<file path="src/rtl/alu_issue_ctrl.sv">
// Issue controller for the combinational integer ALU: accepts one request, drives registered
// operands, waits a fixed settle time, then hands the captured result back on a response handshake.
//
// state   | meaning
// --------+--------------------------------------------------------------
// ST_IDLE | ready for a request; alu_* hold the previous operation
// ST_WAIT | operands stable at the ALU, settle counter running down to 0
// ST_RESP | captured result presented, waiting for rsp_ready
module alu_issue_ctrl #(
   parameter int SETTLE_CYCLES = 1,
   parameter int CNT_W         = 16
) (
   input  logic             clk,
   input  logic             reset,
   input  logic             req_valid,
   output logic             req_ready,
   input  logic [3:0]       req_op,
   input  logic [31:0]      req_a,
   input  logic [31:0]      req_b,
   output logic [31:0]      alu_a,
   output logic [31:0]      alu_b,
   output logic [3:0]       alu_ctrl,
   input  logic [31:0]      alu_result,
   input  logic             alu_zero,
   output logic             rsp_valid,
   input  logic             rsp_ready,
   output logic [31:0]      rsp_result,
   output logic             rsp_zero,
   output logic             rsp_illegal,
   output logic             busy,
   output logic [CNT_W-1:0] op_count
);

   generate
      if (SETTLE_CYCLES < 1 || SETTLE_CYCLES > 15) begin : g_bad_settle
         $error("alu_issue_ctrl: SETTLE_CYCLES must be within 1..15");
      end
   endgenerate

   localparam logic [3:0] SETTLE_LOAD = 4'(SETTLE_CYCLES - 1);

   typedef enum logic [1:0] {
      ST_IDLE = 2'd0,
      ST_WAIT = 2'd1,
      ST_RESP = 2'd2
   } state_t;

   state_t     state;
   state_t     state_nxt;
   logic [3:0] settle_cnt;
   logic       accept;
   logic       capture;
   logic       handoff;
   logic       illegal_op;

   always_comb begin
      state_nxt = state;
      accept    = 1'b0;
      capture   = 1'b0;
      handoff   = 1'b0;
      case (state)
         ST_IDLE: begin
            if (req_valid) begin
               accept    = 1'b1;
               state_nxt = ST_WAIT;
            end
         end
         ST_WAIT: begin
            if (settle_cnt == 4'd0) begin
               capture   = 1'b1;
               state_nxt = ST_RESP;
            end
         end
         ST_RESP: begin
            if (rsp_ready) begin
               handoff   = 1'b1;
               state_nxt = ST_IDLE;
            end
         end
         default: state_nxt = ST_IDLE;
      endcase
   end

   // Outputs decode straight from the state register so a reset shows up without a clock edge.
   assign req_ready = (state == ST_IDLE);
   assign rsp_valid = (state == ST_RESP);
   assign busy      = (state != ST_IDLE);

   always_comb begin
      illegal_op = 1'b1;
      case (alu_ctrl)
         4'b0000, 4'b0001, 4'b0010, 4'b0110: illegal_op = 1'b0;
         default:                            illegal_op = 1'b1;
      endcase
   end

   always_ff @(posedge clk or posedge reset) begin
      if (reset) begin
         state       <= ST_IDLE;
         settle_cnt  <= 4'd0;
         alu_a       <= 32'd0;
         alu_b       <= 32'd0;
         alu_ctrl    <= 4'd0;
         rsp_result  <= 32'd0;
         rsp_zero    <= 1'b0;
         rsp_illegal <= 1'b0;
         op_count    <= '0;
      end else begin
         state <= state_nxt;
         if (accept) begin
            alu_a      <= req_a;
            alu_b      <= req_b;
            alu_ctrl   <= req_op;
            settle_cnt <= SETTLE_LOAD;
         end else if (state == ST_WAIT && settle_cnt != 4'd0) begin
            settle_cnt <= settle_cnt - 4'd1;
         end
         // Illegal codes still sample the ALU; only the flag distinguishes them.
         if (capture) begin
            rsp_result  <= alu_result;
            rsp_zero    <= alu_zero;
            rsp_illegal <= illegal_op;
         end
         if (handoff) begin
            op_count <= op_count + 1'b1;
         end
      end
   end

endmodule

</file>
<file path="config.mk">
export PLATFORM = sky130hd
export DESIGN_NAME = alu_issue_ctrl
export DESIGN_NICKNAME = d
export VERILOG_FILES = /design/src/rtl/alu_issue_ctrl.sv
export SDC_FILE = /design/constraint.sdc
export NUM_CORES = 1
export LEC_CHECK = 0
export CORE_ASPECT_RATIO = 1.1
export CORE_UTILIZATION = 38
export CTS_BUF_LIST = sky130_fd_sc_hd__clkbuf_8
export DETAILED_ROUTE_END_ITERATION = 6
export GPL_TIMING_DRIVEN = 0
export PLACE_DENSITY = 0.86
export SYNTH_ARGS = -nofsm -noshare
export SYNTH_HDL_FRONTEND = slang
export SYNTH_SLANG_ARGS = --single-unit
export TNS_END_PERCENT = 50
</file>
<file path="constraint.sdc">
create_clock -name clk -period 4.1 [get_ports clk]
set_input_delay 0.82 -clock clk [delete_from_list [all_inputs] [get_ports clk]]
set_output_delay 0.82 -clock clk [all_outputs]
set_load 0.005 [all_outputs]
</file>
Word-level counts from Yosys, hierarchy flattened

Cells that the tools add are included.
Widths: inputs -> output; s select.

Register bits after elaboration: 124
Input bits: 105
Output and inout bits: 121
Word-level logic and storage cells: 41

Add/subtract/negate cells: 2
Eq/ne operators: 8
Reductions and logical operators: 9
Muxes and demuxes: 13

Operators by type and width:

| kind                  | count |
|---|---|
| $add 16x1->16 const B | 1 |
| $logic_not 4->1       | 2 |
| $mux 4                | 2 |
| $mux 1                | 7 |
| $mux 2                | 3 |
| $pmux 2 s3            | 1 |
| $eq 4x1->1 const B    | 1 |
| $eq 4x2->1 const B    | 1 |
| $eq 4x3->1 const B    | 1 |
| $ne 2x2->1 const B    | 2 |
| $reduce_bool 2->1     | 2 |
| $reduce_bool 4->1     | 1 |
| $reduce_or 4->1       | 1 |
| $sub 4x1->4 const B   | 1 |
| $reduce_and 3->1      | 1 |
| $eq 2x1->1 const B    | 1 |
| $eq 2x2->1 const B    | 1 |
| $logic_not 2->1       | 1 |
| $ne 2x1->1 const B    | 1 |
| $logic_and 1x1->1     | 1 |

Depth between registers and ports, before layout

Gate-level depths: netlist (run 1).

Depth in word-level cells: 4
Mapped depth: 6
Mapped depth without buffers: 6

Least setup slack after synthesis (run 1)

OpenSTA, ideal clock, no wires.

Kind: input -> register
Start point: input port req_valid
End point: register alu_a[0]
Required time: 3.972 ns
Path slack: 2.418 ns
Path buffers: 2
Stages: 4
Setup time: 0.128 ns
Data arrival time: 1.554 ns
Cells stage by stage: and2_1 -> buf_4 -> buf_4 -> mux2_1

Word-level cells in the longest chain between the ends: 2

RTL lines:

| element              | line | text |
|---|---|---|
| start, declared      | 15   | `input logic req_valid,` |
| $mux 1               | 63   | `if (req_valid) begin` |
| $mux 1               | 61   | `case (state)` |
| end signal, assigned | 111  | `alu_a <= req_a;` |
| end, declared        | 20   | `output logic [31:0] alu_a,` |

Every way passes these cells.
A chain may end at the register's enable or synchronous reset.

Worst setup path after layout (run 1)

Start point: register state[1]
End point: output port rsp_valid

Word-level cells in the longest chain between the ends: 1

RTL lines:

| element                | line | text |
|---|---|---|
| start, declared        | 48   | `state_t state;` |
| start signal, assigned | 109  | `state <= state_nxt;` |
| $eq 2x2->1             | 86   | `assign rsp_valid = (state == ST_RESP);` |
| end, declared          | 25   | `output logic rsp_valid,` |

Every way passes these cells.

==> impl_metrics.env, run 1 <==
export IMPL_crit_required_ns=3.28
export IMPL_fin_crit_sh_pct=61.1
export IMPL_slew_headroom_pct=80.0
export IMPL_coreArea_um2=12200
export IMPL_synth_nets=418
export IMPL_fp_dieH_um=120
export IMPL_htree_num_levels=4
export IMPL_fin_nets=665
export IMPL_reg2reg_from="state[1]"
export IMPL_fp_dieW_um=109
export IMPL_dp_hpwl_mm=8.96
export IMPL_finish_utilization_pct=63.4
export IMPL_placedCellCount=692
export IMPL_grtUsageMet1_pct=21.2
export IMPL_crit_slowest_cell="clkdlybuf4s50_1"
export IMPL_max_stage_delay_ns=0.59
export IMPL_path_cells="nor2b_1, clkdlybuf4s50_1"
export IMPL_grt_pass1_vias=3937
export IMPL_drt_iter0_drc=81
export IMPL_cts_made_buffers=17
export IMPL_cts_sinks=124
export IMPL_antenna_found_initial=0
export IMPL_path_depth=2
export IMPL_yosysWarnings=0
export IMPL_hold_viol=0
export IMPL_path_class="flip-flop to primary output"
export IMPL_netlist_area_um2=4830
export IMPL_drt_wirelength_per_cell_um=16.0
export IMPL_pin_count=226
export IMPL_routed_via_density=4.73
export IMPL_cp_max_fo=4
export IMPL_cp_top_family="buffers and inverters"
export IMPL_track_usage_pct=19.0
export IMPL_hp_class="flip-flop to flip-flop"
export IMPL_finalCriticalPeriod_ns=2.51
export IMPL_powerDensity_nw_per_um2=711
export IMPL_grt_max_degree=45
export IMPL_place_congestion=0.730
export IMPL_ys_types=28
export IMPL_crit_path_start="state[1]"
export IMPL_vias=3425
export IMPL_hold_buffers=0
export IMPL_rsz0062_at_grt="no"
export IMPL_outcome="finished clean"
export IMPL_use_met2_pct=33.5
export IMPL_cts_max_path_buffers=2
export IMPL_tightest_slew_ns=0.299
export IMPL_final_cells=724
export IMPL_r2r_setup_slack_ns=2.41
export IMPL_busiest_layer="met2"
export IMPL_synth_seq_cells=124
export IMPL_irDropWorstVdd_uv=381
export IMPL_final_antenna_net_count=0
export IMPL_fmax_mhz=399
export IMPL_power_leakage_uw=0.00328
export IMPL_startpoint_type="flip-flop"
export IMPL_post_route_drc_count=0
export IMPL_reg2reg_depth=5
export IMPL_insertion_delay_ns=0.41
export IMPL_dr_pass1_iters=4
export IMPL_cts_resized_gates=0
export IMPL_cts_setup_buffers=0
export IMPL_start_util_pct=39.6
export IMPL_drive_above_1_share_pct=15.1
export IMPL_path_buf_inv=1
export IMPL_cts_root_buf="clkbuf_8"
export IMPL_dpl_worst_slack_ns=1.78
export IMPL_synth_cells=310
export IMPL_reg2reg_to="alu_a[14]"
export IMPL_maxCapViolCount=0
export IMPL_grt_first_pass_wirelength_mm=19.1
export IMPL_avgSynthCellArea_um2=15.6
export IMPL_tns_ns=0
export IMPL_wl_mm=11.6
export IMPL_setup_worst_path_end="rsp_valid"
export IMPL_ys_seq_area_share_pct=64.3
export IMPL_power_total_uw=5500
export IMPL_finClkSkew_ns=0.00653
export IMPL_finalSetupViolCount=0
export IMPL_portBuffers=225
export IMPL_clkTransAtPathRegs_ns=0.07
export IMPL_tritoncts="built"
export IMPL_overflow=0
export IMPL_n_antenna_cell=0
export IMPL_die_area_um2=13200
export IMPL_syn2layout_area_growth_pct=60.1
export IMPL_slew_violations=0
export IMPL_cp_end_kind="primary output"
export IMPL_setup_ws_ns=1.59
export IMPL_rows=42
export IMPL_use_met3_pct=6.25
export IMPL_cp_arrival_ns=1.69
[through the flow]
step	hold WS [ns]	instance area, um^2
after floorplan	0.465	4830
after global placement	0.465	7280
after detailed placement	0.473	7340
after CTS	0.483	7730
after global routing	0.506	7730
final	0.480	7730
[kinds of logic after synthesis]
family	count (synthesis)	synth area share, %
buf+inv	16	2.10
xor+xnor	18	3.27
mux	102	23.8
flops	124	64.3
fa+ha+maj	3	0.777
compound gates	4	0.466
simple gates	43	5.34
[metal layers]
metal  vias to the layer above  wire length [um]
met3                        21               815
met1                      1700              4290
met2                       135              6220
met5                         -                 0
met4                         0               248
li1                       1569                 -
[Yosys cell counts, drive strengths merged]
cell,count,area share [%]
mux2,102,24
and3,3,0.39
nand2b,1,0.13
nand2,7,0.54
dfrtp,124,64
o21ai,2,0.21
a211oi,1,0.16
nand3,9,1.2
nor2b,3,0.39
and2b,1,0.18
and2,3,0.39
a21oi,1,0.10
xnor2,10,1.8
nor3,2,0.31
xor2,8,1.5
nor2,7,0.54
buf,11,1.7
and4b,1,0.21
inv,5,0.39
or2,1,0.13
nand4,2,0.39
or3b,1,0.18
ha,3,0.78
and4,2,0.36
[sequential cells by signal, indices dropped and copies added (netlist names)]
register,cells
rsp_result,32
state,2
alu_b,32
alu_ctrl,4
settle_cnt,4
op_count,16
rsp_illegal,1
rsp_zero,1
alu_a,32
[cell type report]
| class | instances | area [um^2] |
|---|---|---|
| fillers | 923 | 4460 |
| flip-flops and latches | 124 | 3100 |
| repair buffers | 228 | 2310 |
| multi-input cells | 170 | 1620 |
| clock buffers | 17 | 234 |
| well taps | 154 | 193 |
| clock inverters | 15 | 159 |
| plain buffers | 11 | 82.6 |
| inverters | 5 | 22.5 |
[report_power, final]
group	switching [uW]	total (uW)	internal, uW
sequential	300	2090	1790
combinational	774	2350	1580
clock	463	1050	589
total	1540	5500	3960
[worst min path at each step]
stage	from	endpoint	slack [ns]	cells past startpoint
floorplan	op_count[15]	op_count[15]	0.46	1
global route	op_count[15]	op_count[15]	0.51	1
global placement	rsp_illegal	rsp_illegal	0.46	2
CTS	op_count[15]	op_count[15]	0.48	1
detailed placement	op_count[15]	op_count[15]	0.47	1
finish	op_count[15]	op_count[15]	0.48	1
[cells in the final DEF, fill, tap and decap left out, types with 3 or more instances in the layout]
cell type        netlist  final
and2_1                 3      3
mux2_1                65     65
xor2_1                 8      8
nand3_1                8      8
nand2_1                7      7
bufinv_16              0      3
clkinv_2               0      4
dfrtp_1              124    124
mux2_2                37     37
ha_1                   3      3
nor2b_1                3      3
nor2_1                 7      7
buf_12                 0      3
clkdlybuf4s50_1        0    225
xnor2_1               10     10
and3_1                 3      3
inv_1                  5      7
clkinvlp_4             0      6
buf_4                 11     11
clkbuf_8               0     17
(Power assumes the default switching activity.)
==> run 2, diff against run 1 <==
CORE_UTILIZATION = 40   (was 38)
clock period = 2.5 ns   (was 4.1 ns; I/O delays follow)
==> impl_metrics.env, run 2 (synthesis results as in run 1) <==
export IMPL_outcome="finished clean"
export IMPL_cts_resized_gates=0
export IMPL_cts_made_buffers=17
export IMPL_start_util_pct=41.6
export IMPL_path_class="flip-flop to primary output"
export IMPL_hold_viol=0
export IMPL_cp_max_fo=4
export IMPL_hold_buffers=0
export IMPL_cts_setup_buffers=0
export IMPL_finalSetupViolCount=0
export IMPL_irDropWorstVdd_uv=705
export IMPL_die_area_um2=12500
export IMPL_tritoncts="built"
export IMPL_vias=3399
export IMPL_crit_required_ns=2.00
export IMPL_finalCriticalPeriod_ns=2.13
export IMPL_fin_nets=665
export IMPL_slew_headroom_pct=64.0
export IMPL_clkTransAtPathRegs_ns=0.07
export IMPL_cts_root_buf="clkbuf_8"
export IMPL_startpoint_type="flip-flop"
export IMPL_slew_violations=0
export IMPL_insertion_delay_ns=0.41
export IMPL_fin_crit_sh_pct=85.3
export IMPL_overflow=0
export IMPL_rows=41
export IMPL_tightest_slew_ns=0.539
export IMPL_powerDensity_nw_per_um2=1170
export IMPL_final_antenna_net_count=0
export IMPL_n_antenna_cell=0
export IMPL_place_congestion=0.765
export IMPL_cts_sinks=124
export IMPL_maxCapViolCount=0
export IMPL_post_route_drc_count=0
export IMPL_drive_above_1_share_pct=15.3
export IMPL_dp_hpwl_mm=8.92
export IMPL_power_leakage_uw=0.00330
export IMPL_pin_count=226
export IMPL_top_regs="alu_a (32), alu_b (32), rsp_result (32)"
export IMPL_hp_class="input port to asynchronous set/reset pin"
export IMPL_finish_utilization_pct=66.9
export IMPL_cp_end_kind="primary output"
export IMPL_setup_ws_ns=0.368
export IMPL_track_usage_pct=19.1
export IMPL_drt_wirelength_per_cell_um=15.9
export IMPL_grt_max_degree=42
export IMPL_rsz0062_at_grt="no"
export IMPL_power_total_uw=9100
export IMPL_coreArea_um2=11600
export IMPL_routed_via_density=4.72
export IMPL_antenna_found_initial=0
export IMPL_worst_hold_slack_ns=0.485
export IMPL_finClkSkew_ns=0.00672
export IMPL_portBuffers=225
export IMPL_fp_dieH_um=117
export IMPL_layout_commonest_cell="clkdlybuf4s50_1"
export IMPL_dr_pass1_iters=4
export IMPL_htree_num_levels=4
export IMPL_syn2layout_area_growth_pct=60.6
export IMPL_wl_mm=11.5
export IMPL_grt_pass1_vias=3684
export IMPL_fmax_mhz=469
export IMPL_cts_max_path_buffers=2
export IMPL_final_area_um2=7750
export IMPL_grt_first_pass_wirelength_mm=18.1
export IMPL_cp_arrival_ns=1.63
export IMPL_drt_iter0_drc=89
export IMPL_fp_dieW_um=107
export IMPL_dpl_worst_slack_ns=0.477
export IMPL_placed_area_um2=7330
export IMPL_final_cell_mix="clkdlybuf4s50_1, dfrtp_1, mux2_1"
-- run 2: cell types whose count changed in the layout (fill, tap and decap cells not counted) --
cell / change
clkbuf_8: +3
clkinvlp_4: -3
clkinv_2: -1
clkinv_4: +1
inv_1: -1
inv_6: +1
-- run 2: final timing paths --
kind	depth (start not counted)	from	slack [ns]	end
worst max-delay path	2	state[1]	0.37	rsp_valid
worst min-delay path	2	reset	0.49	op_count[15]
worst max register to register	5	state[1]	0.81	alu_b[30]
worst min register to register	1	alu_a[13]	0.49	alu_a[13]
max in group asynchronous	4	reset	1.18	alu_a[10]
min in group clk	1	alu_a[13]	0.49	alu_a[13]
-- run 2: critical path, cell delays in order, from the launching register on --
cell             delay (ns)
dfrtp_1                0.38
nor2b_1                0.27
clkdlybuf4s50_1        0.57
-- run 2: cell type report --
cell class / count / area (um^2)
clock inverter: 12 / 145
sequential: 124 / 3100
clock buffer: 20 / 275
tap: 150 / 188
fill: 867 / 3840
buffer: 11 / 82.6
multi-input combinational: 170 / 1620
timing repair buffer: 228 / 2310
inverter: 5 / 22.5
-- run 2: routing by layer --
metal	global-route usage [%]	up-vias	routed length, um	part of all wire, %
li1	-	1572	-	-
met1	20.7	1670	4370	38
met2	35.3	137	6120	53
met3	5.59	20	746	6.5
met4	7.58	0	218	1.9
met5	0	-	0	0
-- run 2: power by group --
group / total [uW] / switching, uW / internal (uW)
sequential: 3430 / 491 / 2940
combinational: 3850 / 1270 / 2590
clock: 1820 / 757 / 1060
-- run 2: metrics by stage --
stage          instances  TNS (ns)
2_1_floorplan        310         0
3_3_place_gp         685    -73.11
3_5_place_dp         688         0
4_1_cts              720         0
5_1_grt              720         0
6_report             720         0
==> run 3, diff against run 2 <==
CTS_CLUSTER_SIZE = 20   (was default)
DONT_BUFFER_PORTS = 1   (was default)
PLACE_DENSITY = 0.62   (was 0.86)
==> impl_metrics.env, run 3 (synthesis results as in run 1) <==
export IMPL_power_leakage_uw=0.00242
export IMPL_cts_resized_gates=0
export IMPL_hp_class="input port to asynchronous set/reset pin"
export IMPL_finish_utilization_pct=46.9
export IMPL_layout_commonest_cell="dfrtp_1"
export IMPL_cp_max_fo=10
export IMPL_dp_hpwl_mm=6.88
export IMPL_grt_max_degree=46
export IMPL_hold_buffers=0
export IMPL_tns_ns=0
export IMPL_die_area_um2=12500
export IMPL_dr_pass1_iters=4
export IMPL_tightest_slew_ns=0.855
export IMPL_htree_num_levels=4
export IMPL_track_usage_pct=14.9
export IMPL_crit_required_ns=2.81
export IMPL_post_route_drc_count=0
export IMPL_fp_dieH_um=117
export IMPL_cts_setup_buffers=0
export IMPL_place_congestion=0.727
export IMPL_cts_sinks=124
export IMPL_syn2layout_area_growth_pct=12.7
export IMPL_path_class="flip-flop to flip-flop"
export IMPL_cts_made_buffers=17
export IMPL_grt_pass1_vias=2589
export IMPL_drive_above_1_share_pct=24.1
export IMPL_cp_arrival_ns=2.06
export IMPL_irDropWorstVdd_uv=496
export IMPL_fp_dieW_um=107
export IMPL_pin_count=226
export IMPL_rsz0062_at_grt="no"
export IMPL_antenna_found_initial=0
export IMPL_drt_iter0_drc=63
export IMPL_routed_via_density=5.15
export IMPL_hold_viol=0
export IMPL_drt_wirelength_per_cell_um=18.6
export IMPL_finalCriticalPeriod_ns=1.74
export IMPL_reg2reg_depth=5
export IMPL_portBuffers=0
export IMPL_slew_headroom_pct=42.8
export IMPL_vias=2546
export IMPL_fin_nets=439
export IMPL_slew_violations=0
export IMPL_final_cell_mix="dfrtp_1, mux2_1, mux2_2"
export IMPL_startpoint_type="flip-flop"
export IMPL_overflow=0
export IMPL_tritoncts="built"
export IMPL_reg2reg_to="alu_b[2]"
export IMPL_grt_first_pass_wirelength_mm=13.4
export IMPL_coreArea_um2=11600
export IMPL_rows=41
export IMPL_r2r_setup_slack_ns=0.76
export IMPL_reg2reg_from="state[1]"
export IMPL_fin_crit_sh_pct=69.7
export IMPL_outcome="finished clean"
export IMPL_fmax_mhz=574
export IMPL_top_regs="alu_a (32), alu_b (32), rsp_result (32)"
export IMPL_placed_area_um2=5060
export IMPL_cts_max_path_buffers=2
export IMPL_final_antenna_net_count=0
export IMPL_cts_root_buf="clkbuf_8"
export IMPL_final_area_um2=5440
export IMPL_insertion_delay_ns=0.44
export IMPL_finClkSkew_ns=0.00466
export IMPL_finalSetupViolCount=0
export IMPL_powerDensity_nw_per_um2=1300
export IMPL_clkTransAtPathRegs_ns=0.07
export IMPL_wl_mm=9.21
export IMPL_maxCapViolCount=0
export IMPL_cp_end_kind="flip-flop"
export IMPL_n_antenna_cell=0
export IMPL_start_util_pct=41.6
==> run 3: worst max path at each step <==
stage,from,end,slack (ns),cells past startpoint
after floorplan,reset,alu_a[0],0.47,1
after global placement,reset,rsp_result[12],-0.12,1
after detailed placement,state[1],alu_b[2],0.74,5
after CTS,state[1],alu_a[27],0.72,5
after global routing,state[0],alu_b[7],0.65,5
final,state[1],alu_b[2],0.76,5
==> run 3: layout make-up <==
type                    count  area (um^2)
multi-input cells         170         1620
inverters                   5         22.5
plain buffers              11         82.6
repair buffers              2         40.0
clock inverters            12          106
fillers                  1074         6150
well taps                 150          188
flip-flops and latches    124         3100
clock buffers              20          275
==> run 3: power by group <==
part           internal (uW)  switching [uW]  leakage [uW]
Sequential              2950             731       0.00149
Clock                    938             730      0.000214
Combinational            983             729      0.000713
Total                   4870            2190       0.00242
==> run 3: metrics by stage <==
| step | power (uW) | hold WS [ns] | instances | setup slack, ns |
|---|---|---|---|---|
| 2_1_floorplan | 4960 | 0.465 | 310 | 0.475 |
| 3_5_place_dp | 5490 | 0.499 | 462 | 0.742 |
| 5_1_grt | 7510 | 0.128 | 494 | 0.650 |
| 3_3_place_gp | 5370 | 0.496 | 460 | -0.119 |
| 4_1_cts | 7200 | 0.0848 | 494 | 0.724 |
| 6_report | 7060 | 0.0922 | 494 | 0.758 |
==> run 3: routing by layer <==
| layer | track usage [%] | vias to the layer above | share of wire [%] |
|---|---|---|---|
| li1 | - | 1119 | - |
| met1 | 16.1 | 1284 | 37 |
| met2 | 24.0 | 119 | 52 |
| met3 | 6.04 | 24 | 7.9 |
| met4 | 10.6 | 0 | 3.1 |
| met5 | 0 | - | 0 |
==> run 3: critical path, cell delays in order, from the launching register on <==
cell and delay [ns]:
dfrtp_1 0.40, nor2_1 0.28, and2_1 0.18, buf_4 0.19, buf_4 0.21, mux2_1 0.35
==> RTL edit 1 (settings of run 2) <==
`CNT_W`: 16 -> 20.
--- a/src/rtl/alu_issue_ctrl.sv
+++ b/src/rtl/alu_issue_ctrl.sv
@@ -9,5 +9,5 @@
 module alu_issue_ctrl #(
    parameter int SETTLE_CYCLES = 1,
-   parameter int CNT_W         = 16
+   parameter int CNT_W         = 20
 ) (
    input  logic             clk,
Ports: changed (resized op_count); port bits go from 226 to 230. No check against the original RTL was run, so the function may have changed too.
==> RTL edit 1 against run 2 <==
Worst setup slack better by 41 ps; critical endpoint unchanged; area after synthesis is 10% higher; cell area is 6.1% higher; largest power group unchanged; sequential cell count is 4 higher; power is 7.7% higher; the run now ends with DRC left; wire length is 9.0% higher; global-route usage is 0.43 points lower.
==> RTL edit 1: results (changes against run 2) <==
run_status:
  status: "complete, but fails checks"
  violations: "DRC"
pwr:
  irDropWorstVdd_uv: 630  # -11%
  seq-power_uw: 3560  # +4%
  p_per_area_nw_per_um2: 1190  # +1.5%
  leakage_uw: 0.00364  # +10%
  p_switching_uw: 2740  # +8.9%
  comb-power_uw: 4560  # +18%
yosys:
  synth_fa_ha_area_frac: 0.00705  # -0.000724
  netlist_top_cells_count: "dfrtp_1, mux2_4, mux2_2, xnor2_1, buf_6"
  syn-num-nets: 435  # +4.1%
  synthXorXnorAreaFrac: 0.0362  # +0.00354
  seq_area_frac_synth: 0.602  # -0.0410
  synth_area_leaders: "dfrtp_1, mux2_4, mux2_2"
  synth-compound-area-share: 0.00423  # -0.000434
  synthMuxAreaShare: 0.262  # +0.0237
  synth-seq-cells: 128  # +3.2%
  yosysWarnings: 0  # unchanged
  synthDistinctLibCells: 31  # +11%
global_route:
  grt_usage: 0.187  # -0.00432
  first_global_vias: 3865  # +4.9%
  grt_pass1_wl_mm: 19.8  # +9.6%
  antenna_found_initial: 0  # unchanged
  grt_max_degree: 46  # +9.5%
drt:
  via_count: 3548  # +4.4%
  drc: 16  # +16
  drtPass1Iterations: 7  # +3
  wirelength_mm: 12.5  # +9.0%
  drt_iter0_drc: 113  # +27%
placement:
  hpwl_mm: 9.16  # +2.7%
  dp_worst_setup_slack_ps: 357  # -120 ps
  gp_congestion: 0.750  # -2.0%
  io_buffers: 229  # +1.8%
worst_setup_path:
  reg2reg_from: "settle_cnt[0]"
  cp_slowest_stage_delay_ps: 510  # -60 ps
  reg2regPathDepth: 6  # +1
  reg2reg_to: "settle_cnt[0]"
  worstPathMaxFanout: 5  # +1
  arrival_ps: 1590  # -40 ps
sta:
  finClkSkew_ps: 8.58  # +1.87 ps
  slew_viol_final: 0  # unchanged
  tightest_slew_ps: 864  # +324 ps
  layout_setup_ws_ps: 410  # +41.4 ps
finish:
  multi_input_cells: 182  # +7.1%
  multi_input_area_um2: 1970  # +22%
  sh_seq_area: 0.389  # -0.0110
  nNonClkBuffers: 242  # +1.3%
  clkbuf_count: 18  # -10%
  fillCellCount: 957  # +10%
  final_nets: 685  # +3.0%
  clockNetworkAreaShare: 0.0453  # -0.00892
  inverters: 6  # +1
  buffer_area_frac: 0.298  # -0.0104
  drive_gt1_frac: 0.260  # +0.107
worst_hold_path:
  hold_path_class: "reg -> reg"
clock_network:
  cts_setup_buffers: 0  # unchanged
-- RTL edit 1: per-stage QoR --
step	cell area (um^2)	cells	hold slack, ps	util
after detailed placement	7860	715	467	0.614
after floorplan	5330	327	468	-
after CTS	8230	746	477	0.643
after global placement	7820	713	462	0.610
after global routing	8230	746	504	0.643
final	8230	746	475	0.643
-- RTL edit 1: routing by layer --
layer | vias to the layer above | track usage | wire length [um]
met3 | 21 | 0.0593 | 971
met1 | 1748 | 0.220 | 5020
met2 | 153 | 0.318 | 6280
met4 | 0 | 0.0792 | 214
li1 | 1626 | - | -
met5 | - | 0 | 0
-- RTL edit 1: worst min path at each step --
stage	startpoint	end	slack, ps	depth (start not counted)
finish	op_count[19]	op_count[19]	470	1
global route	op_count[19]	op_count[19]	500	1
CTS	op_count[19]	op_count[19]	480	1
detailed placement	op_count[19]	op_count[19]	470	1
global placement	op_count[19]	op_count[19]	460	1
floorplan	op_count[19]	op_count[19]	470	1
==> RTL edit 2 (flow settings as in run 2) <==
Made on the original files. Put one more register stage on the output `op_count`. The value now appears one clock later. The other outputs are not delayed to match.
--- a/src/rtl/alu_issue_ctrl.sv
+++ b/src/rtl/alu_issue_ctrl.sv
@@ -31,4 +31,6 @@
    output logic [CNT_W-1:0] op_count
 );
+
+   logic [CNT_W-1:0] op_count_s0;
 
    generate
@@ -105,5 +107,5 @@
          rsp_zero    <= 1'b0;
          rsp_illegal <= 1'b0;
-         op_count    <= '0;
+         op_count_s0 <= '0;
       end else begin
          state <= state_nxt;
@@ -123,9 +125,13 @@
          end
          if (handoff) begin
-            op_count <= op_count + 1'b1;
+            op_count_s0 <= op_count_s0 + 1'b1;
          end
       end
    end
 
+   always_ff @(posedge clk) begin
+      op_count <= op_count_s0;
+   end
+
 endmodule
 
Check against the original RTL: not equivalent (a bounded check fails within 4 cycles, from zero or initial values and one cycle with reset high).
==> RTL edit 2 against run 2 <==
Power up 1.1%; clock skew up 5.3 ps; largest power group unchanged; area after synthesis up 7.0%; count of clock-buffer cells in the layout rose by 1; hold slack got worse by 110 ps; critical path type unchanged; sequential cell count up 16; sequential power rose by 8.2%; cell area grew 3.4%; wire length rose by 2.3%; worst setup slack got worse by 24 ps.
==> RTL edit 2: results (changes against run 2) <==
yosys:
  synthXorXnorAreaFrac: 0.0305  # -0.00213
  async_flop_share: 0.886  # -0.114
  synth_fa_ha_area_frac: 0.00727  # -0.000507
  synth_area_leaders: "dfrtp_1, mux2_1, mux2_2"
  netlist_top_cells_count: "dfrtp_1, mux2_1, mux2_2, dfxtp_1, xnor2_1"
  synthMuxAreaShare: 0.222  # -0.0155
  seq_area_frac_synth: 0.663  # +0.0201
  syn-num-nets: 434  # +3.8%
worst_setup_path:
  arrival_ps: 1660  # +30 ps
placement:
  postPlaceCellArea_um2: 7660  # +4.4%
  gp_congestion: 0.722  # -5.7%
clock_network:
  worstSkewPairLatency_ps: 430  # +20 ps
drt:
  vias_per_cell: 4.76  # +0.85%
  wirelength_mm: 11.7  # +2.3%
  drtPass1Iterations: 6  # +2
  drt_iter0_drc: 87  # -2.2%
global_route:
  first_global_vias: 3653  # -0.84%
  grt_usage: 0.180  # -0.0116
  gr-usage-met2: 0.305  # -0.0484
finish:
  drive_gt1_frac: 0.134  # -0.0191
  post-route-util: 0.636  # -0.0322
  fillCellCount: 962  # +11%
  final_nets: 680  # +2.3%
worst_hold_path:
  hold_path_class: "reg -> reg"
run_status:
  status: "completed"
sta:
  tightest_slew_ps: 855  # +316 ps
  finClkSkew_ps: 12.1  # +5.34 ps
pwr:
  leakage_uw: 0.00340  # +3.1%
==> RTL edit 2: changes by cell type in the layout (fill, tap and decap cells not counted), sizes merged, moves of 2 or more <==
cell,before,now
inv,7,12
bufinv,3,1
clkinv,4,2
nand4,2,4
clkinvlp,3,1
dfxtp,0,16
==> RTL edit 2: worst register-to-register path, cell delays in order (launching register included) <==
cell	delay, ps
dfrtp_1	410
nor2_1	180
and2_1	170
buf_6	180
buf_6	180
mux2_1	360
==> RTL edit 2: cell families after synthesis <==
logic type                 count (synthesis)
muxes                                    102
DFF                                      140
AOI/OAI and AO/OA                          4
adders and majority gates                  3
and+or+nand+nor                           42
xor gates and xnor gates                  18
buffers and inverters                     17
==> RTL edit 2: routing by layer <==
metal,vias to the layer above,share of wire
met4,0,0.026
li1,1615,-
met5,-,0
met3,22,0.085
met2,158,0.51
met1,1733,0.38
==> RTL edit 2: layout make-up <==
| type | instances | share of cell area |
|---|---|---|
| buffer | 11 | 0.0136 |
| clock buffer | 21 | 0.0361 |
| clock inverter | 10 | 0.00828 |
| inverter | 6 | 0.00328 |
| multi-input combinational | 169 | 0.201 |
| sequential | 140 | 0.427 |
| tap | 157 | 0.0245 |
| timing repair buffer | 227 | 0.286 |
==> RTL edit 2: metrics by stage <==
stage | worst slack, ps | hold slack (ps) | power [uW] | std cells
CTS | 289 | 374 | 9360 | 741
detailed placement | 524 | 358 | 7690 | 710
finish | 344 | 371 | 9200 | 741
floorplan | 475 | 347 | 5280 | 326
global route | 215 | 398 | 9790 | 741
global placement | -564 | 356 | 7490 | 708
==> RTL edit 2: final timing paths <==
check / from / endpoint / slack [ps] / cells after the start
worst max-delay path: state[0] / rsp_valid / 340 / 2
worst min register to register: op_count_s0[14] / op_count[14] / 370 / 0
min in group asynchronous: reset / alu_a[19] / 630 / 2
max in group asynchronous: reset / op_count_s0[9] / 1160 / 3
worst min-delay path: op_count_s0[14] / op_count[14] / 370 / 0
worst max register to register: state[0] / alu_b[3] / 890 / 5
==> RTL edit 2: power breakdown <==
| group | total, uW | internal (uW) | switching [uW] |
|---|---|---|---|
| clock | 1620 | 859 | 763 |
| sequential | 3710 | 3210 | 495 |
| combinational | 3870 | 2610 | 1260 |
| total | 9200 | 6680 | 2520 |
